**src/rtl/memory_controller.sv**
```systemverilog
// Shares the byte-wide RAM/IO port between instruction fetch and the load/store buffer.
// Round-robin arbitration, one access in flight, multi-byte accesses split into byte cycles.
module memory_controller #(
  parameter logic [1:0] IO_SEL   = 2'b11,
  parameter bit         IF_FIRST = 1'b1
) (
  input  logic        clk,
  input  logic        rst,
  input  logic        rdy,
  input  logic        flush,
  input  logic [7:0]  mem_din,
  output logic [7:0]  mem_dout,
  output logic [31:0] mem_a,
  output logic        mem_wr,
  input  logic        io_buffer_full,
  input  logic        if_valid,
  input  logic [31:0] if_addr,
  output logic        if_done,
  output logic [31:0] if_data,
  input  logic        lsb_valid,
  input  logic        lsb_ls,
  input  logic [5:0]  lsb_opcode,
  input  logic [31:0] lsb_addr,
  input  logic [31:0] lsb_s_data,
  output logic        lsb_done,
  output logic [31:0] lsb_l_data
);

  localparam logic [5:0] OP_LB  = 6'd1;
  localparam logic [5:0] OP_LH  = 6'd2;
  localparam logic [5:0] OP_LW  = 6'd3;
  localparam logic [5:0] OP_LBU = 6'd4;
  localparam logic [5:0] OP_LHU = 6'd5;
  localparam logic [5:0] OP_SB  = 6'd6;
  localparam logic [5:0] OP_SH  = 6'd7;

  typedef enum logic [1:0] {IDLE, READ, WRITE} state_t;

  state_t      state_q, state_d;
  logic [2:0]  cnt_q, cnt_d;
  logic [31:0] mem_a_q, mem_a_d;
  logic [7:0]  mem_dout_q, mem_dout_d;
  logic        mem_wr_q, mem_wr_d;
  logic        if_done_q, if_done_d;
  logic        lsb_done_q, lsb_done_d;
  logic [31:0] if_data_q, if_data_d;
  logic [31:0] lsb_l_data_q, lsb_l_data_d;
  logic        rr_if_q, rr_if_d;
  logic [31:0] addr_q, addr_d;
  logic [31:0] sdata_q, sdata_d;
  logic [31:0] rbuf_q, rbuf_d;
  logic [2:0]  len_q, len_d;
  logic [5:0]  op_q, op_d;
  logic        src_if_q, src_if_d;

  logic        grant_if, grant_lsb;
  logic [31:0] nbuf;
  logic [1:0]  bidx;
  logic [2:0]  nxt;
  logic [31:0] nxt_addr;

  function automatic logic [2:0] width_of(input logic [5:0] op);
    case (op)
      OP_LB, OP_LBU, OP_SB: width_of = 3'd1;
      OP_LH, OP_LHU, OP_SH: width_of = 3'd2;
      default:              width_of = 3'd4;
    endcase
  endfunction

  function automatic logic [31:0] extend(input logic [5:0] op, input logic [31:0] w);
    case (op)
      OP_LB:   extend = {{24{w[7]}}, w[7:0]};
      OP_LH:   extend = {{16{w[15]}}, w[15:0]};
      OP_LBU:  extend = {24'd0, w[7:0]};
      OP_LHU:  extend = {16'd0, w[15:0]};
      default: extend = w;
    endcase
  endfunction

  function automatic logic [7:0] byte_of(input logic [31:0] w, input logic [1:0] k);
    case (k)
      2'd0:    byte_of = w[7:0];
      2'd1:    byte_of = w[15:8];
      2'd2:    byte_of = w[23:16];
      default: byte_of = w[31:24];
    endcase
  endfunction

  function automatic logic is_io(input logic [31:0] a);
    is_io = (a[17:16] == IO_SEL);
  endfunction

  always_comb begin
    state_d      = state_q;
    cnt_d        = cnt_q;
    mem_a_d      = mem_a_q;
    mem_dout_d   = mem_dout_q;
    mem_wr_d     = mem_wr_q;
    if_done_d    = 1'b0;
    lsb_done_d   = 1'b0;
    if_data_d    = if_data_q;
    lsb_l_data_d = lsb_l_data_q;
    rr_if_d      = rr_if_q;
    addr_d       = addr_q;
    sdata_d      = sdata_q;
    rbuf_d       = rbuf_q;
    len_d        = len_q;
    op_d         = op_q;
    src_if_d     = src_if_q;
    grant_if     = 1'b0;
    grant_lsb    = 1'b0;
    bidx         = cnt_q[1:0] - 2'd2;
    nbuf         = rbuf_q;
    nbuf[{bidx, 3'b000} +: 8] = mem_din;
    nxt          = cnt_q + 3'd1;
    nxt_addr     = addr_q + {29'd0, nxt};

    case (state_q)
      IDLE: begin
        // A done pulse this cycle forces one turnaround cycle before the next grant.
        if (!if_done_q && !lsb_done_q && !flush) begin
          grant_if  = if_valid && (!lsb_valid || rr_if_q);
          grant_lsb = lsb_valid && (!if_valid || !rr_if_q);
          if (grant_if) begin
            src_if_d = 1'b1;
            addr_d   = if_addr;
            len_d    = 3'd4;
            op_d     = OP_LW;
            rr_if_d  = 1'b0;
            rbuf_d   = '0;
            cnt_d    = 3'd1;
            mem_a_d  = if_addr;
            mem_wr_d = 1'b0;
            state_d  = READ;
          end else if (grant_lsb) begin
            src_if_d = 1'b0;
            addr_d   = lsb_addr;
            len_d    = width_of(lsb_opcode);
            op_d     = lsb_opcode;
            sdata_d  = lsb_s_data;
            rr_if_d  = 1'b1;
            rbuf_d   = '0;
            mem_a_d  = lsb_addr;
            if (lsb_ls) begin
              cnt_d    = 3'd1;
              mem_wr_d = 1'b0;
              state_d  = READ;
            end else begin
              cnt_d      = 3'd0;
              mem_dout_d = lsb_s_data[7:0];
              mem_wr_d   = !(is_io(lsb_addr) && io_buffer_full);
              state_d    = WRITE;
            end
          end
        end
      end
      READ: begin
        if (flush) begin
          state_d = IDLE;
        end else begin
          // cnt_q is the cycle index within the access; byte cnt_q-2 arrives now.
          if (cnt_q >= 3'd2) rbuf_d = nbuf;
          if (cnt_q < len_q) mem_a_d = addr_q + {29'd0, cnt_q};
          cnt_d = nxt;
          if (cnt_q == len_q + 3'd1) begin
            state_d = IDLE;
            if (src_if_q) begin
              if_data_d = nbuf;
              if_done_d = 1'b1;
            end else begin
              lsb_l_data_d = extend(op_q, nbuf);
              lsb_done_d   = 1'b1;
            end
          end
        end
      end
      WRITE: begin
        // Stores are committed: flush is ignored here. cnt_q is the byte on the bus.
        if (mem_wr_q) begin
          if (cnt_q == len_q - 3'd1) begin
            mem_wr_d   = 1'b0;
            lsb_done_d = 1'b1;
            state_d    = IDLE;
          end else begin
            cnt_d      = nxt;
            mem_a_d    = nxt_addr;
            mem_dout_d = byte_of(sdata_q, nxt[1:0]);
            mem_wr_d   = !(is_io(nxt_addr) && io_buffer_full);
          end
        end else begin
          mem_wr_d = !(is_io(mem_a_q) && io_buffer_full);
        end
      end
      default: state_d = IDLE;
    endcase
  end

  always_ff @(posedge clk) begin
    if (rst) begin
      state_q      <= IDLE;
      cnt_q        <= '0;
      mem_a_q      <= '0;
      mem_dout_q   <= '0;
      mem_wr_q     <= 1'b0;
      if_done_q    <= 1'b0;
      lsb_done_q   <= 1'b0;
      if_data_q    <= '0;
      lsb_l_data_q <= '0;
      rr_if_q      <= IF_FIRST;
    end else if (rdy) begin
      state_q      <= state_d;
      cnt_q        <= cnt_d;
      mem_a_q      <= mem_a_d;
      mem_dout_q   <= mem_dout_d;
      mem_wr_q     <= mem_wr_d;
      if_done_q    <= if_done_d;
      lsb_done_q   <= lsb_done_d;
      if_data_q    <= if_data_d;
      lsb_l_data_q <= lsb_l_data_d;
      rr_if_q      <= rr_if_d;
    end
  end

  always_ff @(posedge clk) begin
    if (rdy) begin
      addr_q   <= addr_d;
      sdata_q  <= sdata_d;
      rbuf_q   <= rbuf_d;
      len_q    <= len_d;
      op_q     <= op_d;
      src_if_q <= src_if_d;
    end
  end

  assign mem_a      = mem_a_q;
  assign mem_dout   = mem_dout_q;
  assign mem_wr     = mem_wr_q & rdy;
  assign if_done    = if_done_q;
  assign if_data    = if_data_q;
  assign lsb_done   = lsb_done_q;
  assign lsb_l_data = lsb_l_data_q;

endmodule

```
**config.mk**
```make
export PLATFORM = sky130hd
export DESIGN_NAME = memory_controller
export DESIGN_NICKNAME = d
export VERILOG_FILES = /design/src/rtl/memory_controller.sv
export SDC_FILE = /design/constraint.sdc
export NUM_CORES = 1
export LEC_CHECK = 0
export CAP_MARGIN = 10
export CORE_MARGIN = 2
export CORE_UTILIZATION = 50
export CTS_BUF_LIST = sky130_fd_sc_hd__clkbuf_2
export DETAILED_ROUTE_END_ITERATION = 7
export PLACE_DENSITY = 0.78
export RECOVER_POWER = 100
export SYNTH_ARGS = -nofsm -noshare
export SYNTH_HDL_FRONTEND = slang
export SYNTH_SLANG_ARGS = --single-unit
```
**constraint.sdc**
```tcl
create_clock -name clk -period 4.55 [get_ports clk]
set_input_delay 0.6825 -clock clk [delete_from_list [all_inputs] [get_ports clk]]
set_output_delay 0.6825 -clock clk [all_outputs]
set_load 0.02 [all_outputs]
```
==> results of run 1 <==
-- synthesized netlist by cell type (all sizes together) (4+ instances only) --
master   count
a211oi      76
a21oi       57
a221oi       4
a222oi       8
a311oi      12
and2        13
and3         4
and4         7
buf         15
clkbuf      65
dfxtp      113
edfxtp     106
ha          21
inv         25
mux2         8
mux2i       14
nand2      132
nand2b      29
nand3       30
nand4       10
nor2       152
nor2b       34
nor3        32
nor4         9
o2111ai      4
o211ai      11
o21ai       44
o21bai       4
o221ai       8
o22ai        5
o31ai       14
o41ai        5
or3          6
or4          5
xnor2        6
xor2         9
-- metal layers --
| layer | share of wire | routed length (microns) | track usage | up-vias |
|---|---|---|---|---|
| met5 | 0 | 0 | 0 | - |
| met4 | 0.026 | 845 | 0.1009 | 0 |
| met3 | 0.081 | 2621 | 0.05301 | 77 |
| met2 | 0.48 | 15540 | 0.4816 | 458 |
| met1 | 0.41 | 13180 | 0.3577 | 4557 |
| li1 | - | - | - | 4667 |
-- sequential cells by signal, summed over array words and instances, names as in the netlist, 2 cells and up --
register / flops
if_data: 32
state_q: 2
lsb_l_data: 32
op_q: 6
rbuf_q: 32
mem_dout: 8
mem_a: 32
sdata_q: 32
cnt_q: 3
len_q: 3
addr_q: 32
-- critical path, cell delays in order, from the launching register on --
cell and delay (ps):
dfxtp_1 360, inv_1 80, ha_1 130, clkbuf_1 1090
clkinv_1 250, buf_4 340, nor3_1 230, a21oi_1 70
nor2_2 90, clkbuf_2 660
-- logic make-up after synthesis --
kind of cell | Yosys count
muxes | 22
AOI/OAI and AO/OA | 286
xor gates and xnor gates | 17
adders and majority gates | 23
buffers and inverters | 106
and+or+nand+nor | 470
DFF | 219
-- per-stage QoR --
stage | hold WS, ps | std cells | worst slack, ps | utilization
final | 361.7 | 1686 | 749.1 | 0.6497
after global routing | 317.7 | 1686 | 364.7 | 0.6497
after CTS | 270.2 | 1685 | 1080 | 0.6523
after detailed placement | 456.1 | 1581 | 1103 | 0.6284
after global placement | 441.6 | 1581 | 1168 | 0.6284
after floorplan | 444.1 | 1143 | 1228 | -
-- report_power, final --
group / internal [mW] / switching (mW) / leakage [nW]
clock: 0.506 / 0.814 / 0.393
combinational: 0.300 / 0.445 / 2.84
sequential: 2.17 / 0.0617 / 1.90
total: 2.97 / 1.32 / 5.14
-- path summary, 6_finish.rpt --
path,depth (start not counted),to,start
hold / removal,2,state_q[0],rst
setup / recovery,9,rbuf_q[3],state_q[1]
hold reg to reg,2,mem_a[1],mem_a[1]
setup reg to reg,9,rbuf_q[3],state_q[1]
-- layout make-up --
cell class / instances / area [sq um] / share of cell area
flip-flops and latches: 219 / 5445 / 0.3974
multi-input cells: 818 / 4936 / 0.3603
repair buffers: 243 / 2371 / 0.1731
clock buffers: 86 / 430.4 / 0.03142
well taps: 275 / 344.1 / 0.02511
inverters: 26 / 97.59 / 0.007123
clock inverters: 18 / 73.82 / 0.005388
diodes: 1 / 2.502 / 0.0001826
==> results.toml, run 1 <==
[final_layout]
stdcell_area_sq_um = 13700
final_nets = 1506
area_growth_pct = 27.16
n_fill_cell = 1802
final_cell_mix = "nor2_1 (149), dlygate4sd3_1 (139), nand2_1 (132)"
mostFrequentLayoutCell = "nor2_1"
drive_gt1_frac = 0.08298

[route]
dr.pass1.iters = 5
wire_per_inst_microns = 19.09
drc = 0
drtIter0Drc = 822
dr_total_vias = 9759
antenna_left = 0
routed_wirelength_microns = 32190
via_per_inst = 5.788

[setup_path]
crit_path_start_kind = "flop"
crit_type = "reg -> reg"
crit_arrival_ps = 4230
critPathMaxFanout = 38
rrSetupSlack_ps = 750
crit_required_ps = 4970
endpoint_kind = "flop"

[global_routing]
track_usage = 0.2817
grt_pass1_vias = 9514
antenna_found_initial = 1
grt_start_max_net_pins = 66
overflow = 0
grt_pass1_wl_microns = 50100

[synthesis]
synthAdderAreaFrac = 0.02810
synth_xor_area_frac = 0.01661
synthArstFlopShare = 0
synthMuxAreaShare = 0.02137
syn-num-nets = 1284
ys_types = 70
synth_ff_type = "dfxtp_1"
syn_inst = 1143
synth_area_sq_um = 10770
synth_top_family_by_area = "simple AND/OR/NAND/NOR gates"
synth_simple_gate_area_frac = 0.2059
netlist.area_leader.share = 0.2954
ys_warn_count = 0
synth_compound_area_frac = 0.1853
yosys.area.top_type = "edfxtp_1"
ys_top_cells_by_area = "edfxtp_1 (30%), dfxtp_1 (21%), a211oi_1 (5.3%)"
seq_area_frac_synth = 0.5054
synth_edf_count = 106
synth-seq-cells = 219
syn_area_per_cell_sq_um = 9.426

[sta]
setup_tns_ps = 0
fmax_mhz = 263.1
period_share = 0.8354
fin_skew_ps = 73.38
post-route-min-period_ps = 3801
rsz0062_at_grt = "false"
worstMarginPinSlew_ps = 2698
hold_viol = 0
setup_viol = 0
slew_viol_final = 189
slew-limit-headroom = -0.8051

[pwr]
p_total_mw = 4.294
power_density_nw_per_um2 = 313.4
leakage_nw = 5.137
ir_worst_vdd_uv = 134.7

[floorplanning]
start_util = 0.5109
die_w_microns = 150.8
pin_count = 225
core_sq_um = 21090
rows = 53
fp.dieArea_sq_um = 22740
dieHeight_microns = 150.8

[cts]
post_cts.repair.setup_buffers = 0
root_buffer = "clkbuf_2"
clock_latency_ps = 860
cts_buffers = 57
cts_resized = 0
cts_hold_buf = 0
cts_tree = "yes"
htree_levels = 2
clock_path_buffers = 3
clk_pin_slew_ps = 110
cts.sinks = 219

[worst_hold_path]
hp-class = "in -> reg"

[placement]
placed_cell_area_sq_um = 13250
numPortBuffers = 224
globalplace.congestion = 0.9297
dpl.hpwl_microns = 22430

[run_status]
violations = "capacitance limit, slew limit"
status = "finished with violations"

[flow_run]
max_cap_violations = 6
Note: power is estimated with default switching activity, not from simulation.
==> inputs of run 2 (changes only) <==
==> constraint.sdc (replaced) <==
create_clock -name clk -period 3.99 [get_ports clk]
set_input_delay 0.5985 -clock clk [delete_from_list [all_inputs] [get_ports clk]]
set_output_delay 0.5985 -clock clk [all_outputs]
set_load 0.02 [all_outputs]
==> run 2 against run 1 <==
Against the previous run:
- the run still ends with capacitance limit, slew limit left
- final cell count rose by 0.36%
- clock-buffer cell count grew 4
- register-to-register slack lost 270 ps
- sequential power up 14%
- critical path type unchanged
- largest cell class unchanged
==> results.toml, run 2 (same netlist as run 1, synthesis figures left out) <==
[cts]
post_cts.repair.setup_buffers = 0
clk_pin_slew_ps = 100
clock_path_buffers = 3
root_buffer = "clkbuf_2"
htree_levels = 2
cts_tree = "yes"
cts.sinks = 219
cts_buffers = 55
clock_latency_ps = 870
cts_resized = 0
cts_hold_buf = 0

[pwr]
ir_worst_vdd_uv = 172.8
pwr-share-comb = 0.173
clockPowerShare = 0.310
p_switching_mw = 1.513
leakage_nw = 5.157
p_int_mw = 3.401
switching_share = 0.3079
power_density_nw_per_um2 = 357.9
seq_power_share = 0.517

[setup_path]
crit_type = "reg -> reg"
crit_chain = "inv_1 -> ha_1 -> o31ai_1 -> a221o_1 -> or2_0 -> clkbuf_2 -> nor2_1 -> a32o_1"
crit_path_start_kind = "flop"
critPathMaxFanout = 25
endpoint_kind = "flop"
crit_required_ps = 4750
crit_family = "compound AO/OA/AOI/OAI gates"
crit_arrival_ps = 4280
critPathMaxStageDelay_ps = 650
worst-path-buf-inv = 2
cp_slowest_cell = "or2_0"

[route]
routed_wirelength_microns = 32350
dr.pass1.iters = 5
via_per_inst = 5.775
drtIter0Drc = 843
dr_total_vias = 9772
antenna_left = 0
wire_per_inst_microns = 19.12
drc = 0

[placement]
placed_cell_area_sq_um = 13290
pre_cts_ws_ps = 556.3
globalplace.congestion = 0.9360
dpl.hpwl_microns = 22630
numPortBuffers = 224

[sta]
fin_skew_ps = 45.00
slew_viol_final = 82
setup_tns_ps = 0
slew-limit-headroom = -0.09837
worstMarginPinSlew_ps = 1646
rsz0062_at_grt = "false"
setup_slack_ps = 474.2
post-route-min-period_ps = 3516
fmax_mhz = 284.4
hold_viol = 0
setup_viol = 0
period_share = 0.8811

[worst_hold_path]
hp-class = "in -> reg"

[flow_run]
max_cap_violations = 3

[run_status]
status = "finished with violations"
violations = "capacitance limit, slew limit"

[final_layout]
mostFrequentLayoutCell = "nor2_1"
final_cell_mix = "nor2_1 (147), dlygate4sd3_1 (139), nand2_1 (132)"
drive_gt1_frac = 0.09046
stdcell_area_sq_um = 13730
final_nets = 1511
area_growth_pct = 27.44
fin_util = 0.6511

[global_routing]
antenna_found_initial = 1
overflow = 0
track_usage = 0.2833
grt_pass1_wl_microns = 49950
grt_start_max_net_pins = 66
grt_pass1_vias = 9450

[floorplanning]
core_sq_um = 21090
pin_count = 225
rows = 53
fp.dieArea_sq_um = 22740
die_w_microns = 150.8
start_util = 0.5109
dieHeight_microns = 150.8
-- run 2: changes by cell type in the layout (fill, tap and decap cells not counted), moves of 2 or more --
cell,change
clkbuf_1,+3
clkbuf_2,+7
mux2_2,+2
nor2_1,-2
clkinv_1,-5
buf_4,+2
mux2_1,-2
-- run 2: worst register-to-register path, cell delays in order (launching register included) --
cell	delay, ps
dfxtp_1	510
inv_1	220
ha_1	350
o31ai_1	410
a221o_1	350
or2_0	650
clkbuf_2	600
nor2_1	120
a32o_1	230
-- run 2: power by group through the flow --
| stage | registers, mW | logic [mW] | clock network (mW) |
|---|---|---|---|
| 2_1_floorplan | 2.62 | 0.449 | 0 |
| 3_3_place_gp | 2.59 | 0.860 | 0 |
| 5_1_grt | 2.55 | 0.923 | 1.64 |
| 6_report | 2.54 | 0.850 | 1.52 |
| 3_5_place_dp | 2.59 | 0.873 | 0 |
| 4_1_cts | 2.54 | 0.878 | 1.55 |
-- run 2: area by class of cell --
cell class	count	area, sq um
Sequential cell	219	5445
Fill cell	1807	7357
Clock inverter	12	50.05
Clock buffer	90	450.4
Inverter	26	97.59
Antenna cell	2	5.005
Multi-Input combinational cell	818	4946
Tap cell	275	344.1
Timing Repair Buffer	250	2392
-- run 2: worst paths after layout --
check                           startpoint  slack [ps]         to  cells after the start
worst max-delay path              cnt_q[0]         470  mem_a[23]                      8
worst min-delay path                   rst         370  mem_a[27]                      4
worst max register to register    cnt_q[0]         470  mem_a[23]                      8
worst min register to register    mem_a[2]         460   mem_a[2]                      2
-- run 2: per-layer routing --
layer	wire [microns]	global-route usage	part of all wire
met3	2805	0.06114	0.087
met2	15080	0.4593	0.47
met1	13170	0.3678	0.41
met4	1287	0.1220	0.040
met5	0	0	0
-- run 2: per-stage QoR --
stage | cells | hold WS (ps) | total power [mW]
floorplan | 1143 | 444.1 | 3.066
detailed placement | 1588 | 450.4 | 3.463
CTS | 1690 | 241.2 | 4.965
global route | 1691 | 328.1 | 5.111
global placement | 1588 | 440.6 | 3.449
finish | 1692 | 365.2 | 4.914
